`src/rtl/mmio_ctrl.sv`:
```
// Purpose: memory-mapped I/O decode between the cpu memory port, RAM, LED/HEX registers, switch port and an interval timer.
// Latency: reads are combinational (same cycle); writes and clear-on-read take effect at the next clk edge.
// Backpressure: none; every access completes in a single cycle, the block is always ready.
//
// Ports:
//   clk, reset             system clock, synchronous active-high reset
//   mem_cmd/mem_addr       cpu command (10 read, 11 write, else idle) and address
//   write_data/read_data   cpu write data in, combinational read data out
//   ram_addr/ram_write     RAM address and write enable (RAM region is mem_addr MSB == 0)
//   ram_din/ram_dout       RAM write data out, RAM read data in
//   sw_in                  raw asynchronous switches (two-flop synchronised internally)
//   ledr, hex_data         LED and HEX register contents
//   tmr_irq                level copy of the sticky timer flag
module mmio_ctrl #(
    parameter int                ADDR_W        = 9,
    parameter int                DATA_W        = 16,
    parameter int                LED_W         = 8,
    parameter int                SW_W          = 8,
    parameter logic [ADDR_W-1:0] LED_ADDR      = 9'h100,
    parameter logic [ADDR_W-1:0] HEX_ADDR      = 9'h120,
    parameter logic [ADDR_W-1:0] SW_ADDR       = 9'h140,
    parameter logic [ADDR_W-1:0] TMR_CMP_ADDR  = 9'h180,
    parameter logic [ADDR_W-1:0] TMR_CNT_ADDR  = 9'h181,
    parameter logic [ADDR_W-1:0] TMR_CTL_ADDR  = 9'h182,
    parameter logic [ADDR_W-1:0] TMR_STAT_ADDR = 9'h183,
    parameter int                PRESCALE      = 4
) (
    input  logic              clk,
    input  logic              reset,
    input  logic [1:0]        mem_cmd,
    input  logic [ADDR_W-1:0] mem_addr,
    input  logic [DATA_W-1:0] write_data,
    output logic [DATA_W-1:0] read_data,
    output logic [ADDR_W-2:0] ram_addr,
    output logic              ram_write,
    output logic [DATA_W-1:0] ram_din,
    input  logic [DATA_W-1:0] ram_dout,
    input  logic [SW_W-1:0]   sw_in,
    output logic [LED_W-1:0]  ledr,
    output logic [DATA_W-1:0] hex_data,
    output logic              tmr_irq
);

    localparam logic [1:0] CMD_RD = 2'b10;
    localparam logic [1:0] CMD_WR = 2'b11;
    // Keep the prescaler at least one bit wide so PRESCALE == 1 still elaborates.
    localparam int              PSC_W   = (PRESCALE > 1) ? $clog2(PRESCALE) : 1;
    localparam logic [PSC_W-1:0] PSC_MAX = PSC_W'(PRESCALE - 1);

    logic              is_rd;
    logic              is_wr;
    logic              ram_sel;
    logic [SW_W-1:0]   sw_meta;
    logic [SW_W-1:0]   sw_sync;
    logic [DATA_W-1:0] tmr_cmp;
    logic [DATA_W-1:0] tmr_cnt;
    logic [PSC_W-1:0]  tmr_psc;
    logic              tmr_en;
    logic              tmr_flag;
    logic              tmr_tick;
    logic              tmr_match;
    logic              stat_rd;

    assign is_rd     = (mem_cmd == CMD_RD);
    assign is_wr     = (mem_cmd == CMD_WR);
    assign ram_sel   = ~mem_addr[ADDR_W-1];
    assign ram_write = is_wr & ram_sel;
    assign ram_addr  = mem_addr[ADDR_W-2:0];
    assign ram_din   = write_data;
    assign tmr_irq   = tmr_flag;

    assign tmr_tick  = tmr_en && (tmr_psc == PSC_MAX);
    assign tmr_match = tmr_tick && (tmr_cnt == tmr_cmp);
    assign stat_rd   = is_rd && (mem_addr == TMR_STAT_ADDR);

    always_ff @(posedge clk) begin
        if (reset) begin
            ledr     <= '0;
            hex_data <= '0;
            tmr_cmp  <= '0;
            tmr_cnt  <= '0;
            tmr_psc  <= '0;
            tmr_en   <= 1'b0;
            tmr_flag <= 1'b0;
            sw_meta  <= '0;
            sw_sync  <= '0;
        end else begin
            sw_meta <= sw_in;
            sw_sync <= sw_meta;

            if (is_wr && mem_addr == LED_ADDR)     ledr     <= write_data[LED_W-1:0];
            if (is_wr && mem_addr == HEX_ADDR)     hex_data <= write_data;
            if (is_wr && mem_addr == TMR_CMP_ADDR) tmr_cmp  <= write_data;
            if (is_wr && mem_addr == TMR_CTL_ADDR) tmr_en   <= write_data[0];

            // Prescaler and count freeze while disabled; re-enabling resumes from where they stopped.
            if (tmr_en) begin
                tmr_psc <= tmr_tick ? '0 : tmr_psc + 1'b1;
            end
            if (tmr_tick) begin
                tmr_cnt <= tmr_match ? '0 : tmr_cnt + 1'b1;
            end

            // A match in the same cycle as a status read keeps the flag set so no event is lost.
            if (tmr_match) begin
                tmr_flag <= 1'b1;
            end else if (stat_rd) begin
                tmr_flag <= 1'b0;
            end
        end
    end

    always_comb begin
        read_data = '0;
        if (is_rd) begin
            if (ram_sel) begin
                read_data = ram_dout;
            end else if (mem_addr == HEX_ADDR) begin
                read_data = hex_data;
            end else if (mem_addr == SW_ADDR) begin
                read_data = DATA_W'(sw_sync);
            end else if (mem_addr == TMR_CMP_ADDR) begin
                read_data = tmr_cmp;
            end else if (mem_addr == TMR_CNT_ADDR) begin
                read_data = tmr_cnt;
            end else if (mem_addr == TMR_CTL_ADDR) begin
                read_data = DATA_W'(tmr_en);
            end else if (mem_addr == TMR_STAT_ADDR) begin
                read_data = DATA_W'(tmr_flag);
            end
        end
    end

endmodule

```
`config.mk`:
```
export PLATFORM = sky130hd
export DESIGN_NAME = mmio_ctrl
export DESIGN_NICKNAME = d
export VERILOG_FILES = /design/src/rtl/mmio_ctrl.sv
export SDC_FILE = /design/constraint.sdc
export NUM_CORES = 1
export LEC_CHECK = 0
export CORE_MARGIN = 2
export CORE_UTILIZATION = 45
export DETAILED_ROUTE_END_ITERATION = 10
export GPL_TIMING_DRIVEN = 0
export PLACE_DENSITY_LB_ADDON = 0.2
export SETUP_SLACK_MARGIN = 0.3
export SYNTH_ARGS = -nofsm -noshare
export SYNTH_HDL_FRONTEND = slang
export SYNTH_SLANG_ARGS = --single-unit
```
`constraint.sdc`:
```
create_clock -name clk -period 5.4 [get_ports clk]
set_input_delay 1.08 -clock clk [delete_from_list [all_inputs] [get_ports clk]]
set_output_delay 1.08 -clock clk [all_outputs]
set_load 0.1 [all_outputs]
```
# After elaboration in Yosys (flattened, before gate mapping)
# Cells that the tools add are included.
[op_classes]
mux = 12
n_eq_ne = 11
bitwise_logic = 2
reduce_logical = 8
n_addsub = 2
[ops]
columns = ["op", "n"]
rows = [
  ["$mux 16", 7],
  ["$eq 9x9->1 const B", 7],
  ["$add 16x1->16 const B", 1],
  ["$eq 16x16->1", 1],
  ["$logic_and 1x1->1", 7],
  ["$eq 2x2->1 const B", 3],
  ["$mux 1", 4],
  ["$add 2x1->2 const B", 1],
  ["$mux 2", 1],
  ["$reduce_bool 2->1", 1],
  ["$and 1x1->1", 1],
  ["$not 1->1", 1],
]
[totals]
inputBits = 53
reg_bits = 76
out_inout_bits = 66

# Logic depth before layout (Yosys ltp)
# Gate-level depths: netlist (run 1).
[depth]
depth_word = 9
ltp_mapped = 8
mapped_depth_nobuf = 6

# Worst setup path after synthesis (run 1)
# OpenSTA, ideal clock, no wires.
[synth_path]
path_kind = "input port to output port"
start = "input mem_addr[4]"
end = "output read_data[2]"
cell_stages = 6
required_ns = 4.320
arrival_time_ns = 4.755
n_path_buf = 1
path_slack_ns = -0.435
path_cell_list = "or4b_1 buf_2 nor4_1 a21boi_2 a21oi_1 o31ai_1"
[synth_via]
elab_chain_len = 7
word_cells_on_any_way = 10
classes_between = "eq/ne (4); mux (6)"
[synth_rtl]
columns = ["element", "line", "source"]
rows = [
  ["start, declared", "31", "input logic [ADDR_W-1:0] mem_addr,"],
  ["$eq 9x9->1", "124", "end else if (mem_addr == TMR_CNT_ADDR) begin"],
  ["$mux 16", "124", ""],
  ["$mux 16", "122", "end else if (mem_addr == TMR_CMP_ADDR) begin"],
  ["$mux 16", "120", "end else if (mem_addr == SW_ADDR) begin"],
  ["$mux 16 (*)", "118", "end else if (mem_addr == HEX_ADDR) begin"],
  ["$mux 16 (*)", "116", "if (ram_sel) begin"],
  ["$mux 16 (*)", "115", "if (is_rd) begin"],
  ["end, declared", "33", "output logic [DATA_W-1:0] read_data,"],
]
# Every way passes the cells marked *; elsewhere a longest branch is shown, timed or not.

# Final worst setup path (run 1)
[layout_path]
start = "input mem_addr[8]"
end = "output read_data[8]"
[layout_via]
elab_chain_len = 7
word_cells_on_any_way = 10
classes_between = "eq/ne (4); mux (6)"
[layout_rtl]
columns = ["element", "line"]
rows = [
  ["$eq 9x9->1", "124"],
  ["$mux 16", "124"],
  ["$mux 16", "122"],
  ["$mux 16", "120"],
  ["$mux 16", "118"],
  ["$mux 16 (*)", "116"],
  ["$mux 16 (*)", "115"],
]
# Marked as above.

==> out/qor.yml, run 1 <==
status:
  outcome: "complete, no violations"
critical_path:
  cp_data_arrival_time_ns: 4.00
  start_kind: "input pin"
  critPathKind: "input pin to output port"
  slowest_stage: "clkdlybuf4s50_1"
  max_stage_delay_ns: 0.62
  worstPathCellList: "clkdlybuf4s50_1 -> or4b_1 -> buf_2 -> nor4b_2 -> clkbuf_2 -> a22oi_1 -> a31oi_2 -> clkdlybuf4s15_2"
  crit_fanout: 10
  crit_family: "buffers and inverters"
  crit_buf_inv: 4
  critical_path_required_ns: 4.32
  worstSetupEndpointType: "output port"
power_and_ir_drop:
  p_comb_share_pct: 17.9
  p_int_mw: 0.923
  p_sw_mw: 0.366
  powerDensity_nw_per_um2: 241
  p_leak_nw: 2.05
  p_clk_share_pct: 38.1
  p_total_mw: 1.29
  pwr-share-seq_pct: 44.0
  ir_drop_v: 0.000185
  swShare_pct: 28.4
flow_run:
  max_cap_viol_count: 0
route:
  route.vias.total: 3808
  first_iter_violations: 189
  avgViaCountPerCell: 5.36
  dr.pass1.iters: 5
  wirelength_um: 11700
  drcViolationCount: 0
  wl_per_cell_um: 16.4
  ant_nets: 0
die:
  rows: 33
  fp.dieArea_um2: 9260
  initial_utilization_pct: 46.6
  io_pins: 119
  dieWidth_um: 96.2
  coreArea_um2: 8220
  fp.dieH_um: 96.2
cts:
  tritoncts: "built"
  cts_sinks: 76
  clock_latency_ns: 0.35
  cts.htree.levels: 3
  cts_hold_buf: 0
  numCtsBuffers: 9
  cts_buffer_depth: 2
  clock-root-buffer: "clkbuf_8"
  path_clk_slew_ns: 0.08
  cts-resized-gates: 58
  cts_setup_buffers: 0
sta:
  setup_violations: 0
  slew_headroom_pct: 33.5
  fin_ws_ns: 0.320
  fin_skew_ns: 0.00689
  hold_violations: 0
  fin_crit_sh_pct: 94.1
  tightest_slew_ns: 0.994
  tns_ns: 0
  finalCriticalPeriod_ns: 5.08
  slew_violations: 0
  fmax_mhz: 197
  rsz0062_at_grt: "yes"
synth:
  synthCells: 475
  yosys-top-cells-area: "dfxtp_1, nand2_1, xor2_1, buf_4, a21oi_1"
  dominantRegCellSynth: "dfxtp_1"
  yosysSeqAreaShare_pct: 39.7
  yosys.area.top_type: "dfxtp_1"
  synthesis.area_um2: 3830
  synth_top_area_share_pct: 39.7
  ys_ff_latch: 76
  async_reset_ff_share_pct: 0
  synthTopCellsByCount: "nand2_1, dfxtp_1, nor2_1, a21oi_1, xor2_1"
  synth_edf_count: 0
  post-synth-top-count-cell: "nand2_1"
  synth_warnings: 0
  synth_area_per_cell_um2: 8.06
  yosys.cell_types.count: 43
  synth_nets: 530
placement:
  dpl.hpwl_um: 8870
  gp_congestion: 0.869
  placed_cells: 696
  port_buffers: 116
  dp_slack_ns: -0.437
final_layout:
  fin_nets: 657
  stdcell_count: 711
  area_growth_pct: 39.9
  finalCoreUtilization_pct: 65.2
  drive_gt1_share_pct: 15.7
  diodes: 0
min_path:
  hp-class: "flop to flop"
global_route:
  grt_max_degree: 13
  antenna_found_initial: 0
  grt_pass1_vias: 3697
  overflow: 0
  track_usage_pct: 26.0
  grt_pass1_wl_um: 18000
-- worst register-to-register path, stage by stage (launching register included) --
cell,delay (ns)
dfxtp_1,0.31
clkbuf_1,0.29
xor2_1,0.13
nor4_1,0.23
nand4_1,0.36
o21bai_1,0.33
clkbuf_1,0.41
nor2_1,0.10
-- state kept, by name (all words and copies together) (netlist names) --
signal / count
ledr: 8
tmr_psc: 2
sw_sync: 8
tmr_cmp: 16
tmr_cnt: 16
tmr_irq: 1
hex_data: 16
sw_meta: 8
tmr_en: 1
-- final cells by class --
class / instances / area, um^2
multi-input combinational: 347 / 2090
timing repair buffer: 116 / 1090
clock inverter: 4 / 72.6
fill: 724 / 2860
tap: 105 / 131
inverter: 3 / 11.3
clock buffer: 11 / 151
buffer: 49 / 292
sequential: 76 / 1520
-- layout by cell type, fill, tap and decap left out, types with 8 or more instances in the layout --
cell and count:
buf_4 25, clkdlybuf4s50_1 100, buf_2 16, nor2_1 38, dfxtp_1 76, nand3_1 14, a21oi_1 32, mux2i_1 13
a31oi_2 8, o21ai_0 18, clkbuf_1 16, clkbuf_8 11, nand2b_1 8, xor2_1 26, a21oi_2 11, nand2_1 95
nor2b_1 19, a22oi_1 8
-- final timing paths --
path | end | slack [ns] | start | cells past startpoint
worst max register to register | tmr_cnt[7] | 3.12 | tmr_cnt[4] | 7
worst min-delay path | sw_sync[2] | 0.44 | sw_meta[2] | 1
worst max-delay path | read_data[8] | 0.32 | mem_addr[8] | 8
worst min register to register | sw_sync[2] | 0.44 | sw_meta[2] | 1
-- power by group through the flow --
stage | combinational, mW | sequential, mW | clock, mW
after floorplan | 0.151 | 0.580 | 0
after global placement | 0.232 | 0.580 | 0
after CTS | 0.232 | 0.567 | 0.497
after detailed placement | 0.233 | 0.580 | 0
final | 0.231 | 0.567 | 0.492
after global routing | 0.241 | 0.567 | 0.520
-- kinds of logic (layout without fill, tap and decap cells) --
logic type,after synthesis,in the layout,share of synthesized area [%]
flops,76,76,39.7
compound gates,96,96,15.6
mux,17,17,4.57
fa+ha+maj,2,2,0.653
buf+inv,52,183,7.88
simple gates,204,204,25.2
xor+xnor,28,28,6.41
-- metal layers --
metal	track usage [%]	share of wire, %	vias to the layer above
li1	-	-	1846
met1	31.2	42	1767
met2	44.6	48	174
met3	7.28	8.9	21
met4	8.45	1.8	0
met5	0	0	-
-- per-stage QoR --
step	area [um^2]	hold slack, ns
2_1_floorplan	3900	0.414
3_3_place_gp	5190	0.419
3_5_place_dp	5190	0.422
4_1_cts	5410	0.447
5_1_grt	5360	0.457
6_report	5360	0.442
Note: power is estimated with default switching activity, not from simulation.
==> run 2: changes to the inputs <==
Settings changed: CORE_MARGIN 2 to 4.
==> run 2 against run 1 <==
Effect of this change:
- sequential share of layout area is 0.053 points higher
- count of clock-buffer cells in the layout is 2 lower
- flip-flop and latch count stayed put
- via count is 1.3% higher
- combinational power hardly changed
- first-iteration DRC count is 42% higher
- total power is 1.8% lower
- die area is 8.5% higher
- maximum frequency is 2.6% higher
- cell area is 0.19% lower
- register-to-register slack worse by 0.05 ns
- hold slack hardly changed
- critical endpoint is now read_data[14]
- largest cell class unchanged
==> out/qor.yml, run 2 (synthesized netlist as in run 1, its figures left out) <==
critical_path:
  r2r_setup_slack_ns: 3.07
  crit_top_cell: "buf_2"
  max_stage_delay_ns: 0.62
  rr_endpoint: "tmr_cnt[13]"
  r2r-start: "tmr_cnt[4]"
  crit_cells: 8
  start_kind: "input pin"
  cp_data_arrival_time_ns: 3.87
  critical_path_required_ns: 4.32
  crit_fanout: 10
  critPathKind: "input pin to output port"
  crit_family: "buffers and inverters"
  worstPathCellList: "clkdlybuf4s50_1 -> or4b_1 -> buf_2 -> nor4b_2 -> clkbuf_2 -> a22oi_1 -> a31oi_2 -> buf_2"
  slowest_stage: "clkdlybuf4s50_1"
  reg2reg_depth: 7
  worstSetupEndpointType: "output port"
  crit_buf_inv: 4
min_path:
  hold_end: "sw_sync[2]"
  worstHoldStart: "sw_meta[2]"
  hp-class: "flop to flop"
  hold_depth: 1
route:
  drcViolationCount: 0
  wirelength_um: 12100
  route.vias.total: 3857
  ant_nets: 0
  first_iter_violations: 269
  dr.pass1.iters: 5
  avgViaCountPerCell: 5.43
  wl_per_cell_um: 17.1
sta:
  fin_skew_ns: 0.00720
  fmax_mhz: 202
  tightest_slew_ns: 0.999
  finalCriticalPeriod_ns: 4.95
  fin_crit_sh_pct: 91.7
  slew_violations: 0
  slew_headroom_pct: 33.2
  setup_violations: 0
  rsz0062_at_grt: "yes"
  hold_violations: 0
placement:
  placed_cells: 696
  port_buffers: 116
  placed_area_um2: 5190
  dpl.hpwl_um: 9310
  gp_congestion: 0.898
final_layout:
  nFillCells: 745
  fin_area_um2: 5350
  fin_nets: 657
  area_growth_pct: 39.7
  multi_input_area_um2: 2090
  final_cell_mix: "clkdlybuf4s50_1, nand2_1, dfxtp_1"
  final_common_cell: "clkdlybuf4s50_1"
  diodes: 0
  stdcell_count: 710
  drive_gt1_share_pct: 15.4
  top_regs: "hex_data (16), tmr_cmp (16), tmr_cnt (16)"
  seqCellArea_um2: 1520
  finalCoreUtilization_pct: 64.8
die:
  initial_utilization_pct: 46.4
  fp.dieH_um: 100
  dieWidth_um: 100
  io_pins: 119
  fp.dieArea_um2: 10000
  coreArea_um2: 8260
  rows: 33
power_and_ir_drop:
  pwr-share-seq_pct: 44.8
  swShare_pct: 29.2
  p_leak_nw: 2.05
  p_sw_mw: 0.369
  p_clk_share_pct: 36.9
  ir_drop_v: 0.000145
  powerDensity_nw_per_um2: 237
  p_comb_share_pct: 18.3
  p_int_mw: 0.896
cts:
  cts_sinks: 76
  cts_setup_buffers: 0
  clock-root-buffer: "clkbuf_8"
  clock_latency_ns: 0.35
  cts_buffer_depth: 2
  numCtsBuffers: 9
  path_clk_slew_ns: 0.07
  tritoncts: "built"
  cts_hold_buf: 0
  cts.htree.levels: 3
global_route:
  grt_pass1_vias: 3864
  antenna_found_initial: 0
  track_usage_pct: 24.3
  overflow: 0
  grt_max_degree: 13
  grt_pass1_wl_um: 19100
flow_run:
  max_cap_viol_count: 0
status:
  outcome: "complete, no violations"
run 2: cell types whose count changed in the layout (fill, tap and decap cells not counted):
cell / change
clkbuf_4: +8
buf_2: -7
clkbuf_8: -2
clkdlybuf4s15_2: -1
clkinv_2: +1
clkinv_4: +1
clkinvlp_4: -1
nor2_1: +1
nor2_2: -1
run 2: routing by layer:
layer | routed length (um) | vias up | global-route usage [%]
li1 | - | 1852 | -
met1 | 5030 | 1806 | 29.7
met2 | 5830 | 178 | 41.1
met3 | 1020 | 21 | 6.46
met4 | 258 | 0 | 8.91
met5 | 0 | - | 0
run 2: worst max path at each step:
stage,start,slack [ns],end
finish,mem_addr[8],0.45,read_data[14]
global route,mem_addr[8],0.25,read_data[14]
CTS,mem_addr[8],0.30,read_data[0]
detailed placement,mem_addr[8],-0.50,read_data[5]
global placement,mem_addr[8],-0.50,read_data[15]
floorplan,mem_addr[4],0.36,read_data[4]
run 2: power by group through the flow:
stage,sequential [mW],combinational (mW),clock [mW]
2_1_floorplan,0.580,0.151,0
3_3_place_gp,0.580,0.233,0
3_5_place_dp,0.580,0.234,0
4_1_cts,0.567,0.233,0.470
5_1_grt,0.567,0.242,0.499
6_report,0.567,0.232,0.466
run 2: area by class of cell:
type	count	share of cell area (%)
multi-input combinational	347	39.0
sequential	76	28.5
timing repair buffer	116	20.6
buffer	49	5.45
tap	105	2.46
clock buffer	9	2.32
clock inverter	5	1.47
inverter	3	0.211
run 2: through the flow:
stage	worst slack [ns]	TNS, ns	power (mW)	hold slack (ns)
finish	0.450	0	1.27	0.442
floorplan	0.363	0	0.731	0.414
CTS	0.301	0	1.27	0.445
global placement	-0.498	-6.61	0.813	0.421
global route	0.247	0	1.31	0.464
detailed placement	-0.496	-6.65	0.814	0.428
run 2: what timing repair did:
| action | 4_1_cts | 5_1_grt |
|---|---|---|
| gates resized for setup | 55 | 34 |
| hold endpoints to repair | 0 | 0 |
| endpoints found under the setup margin | 16 | 16 |
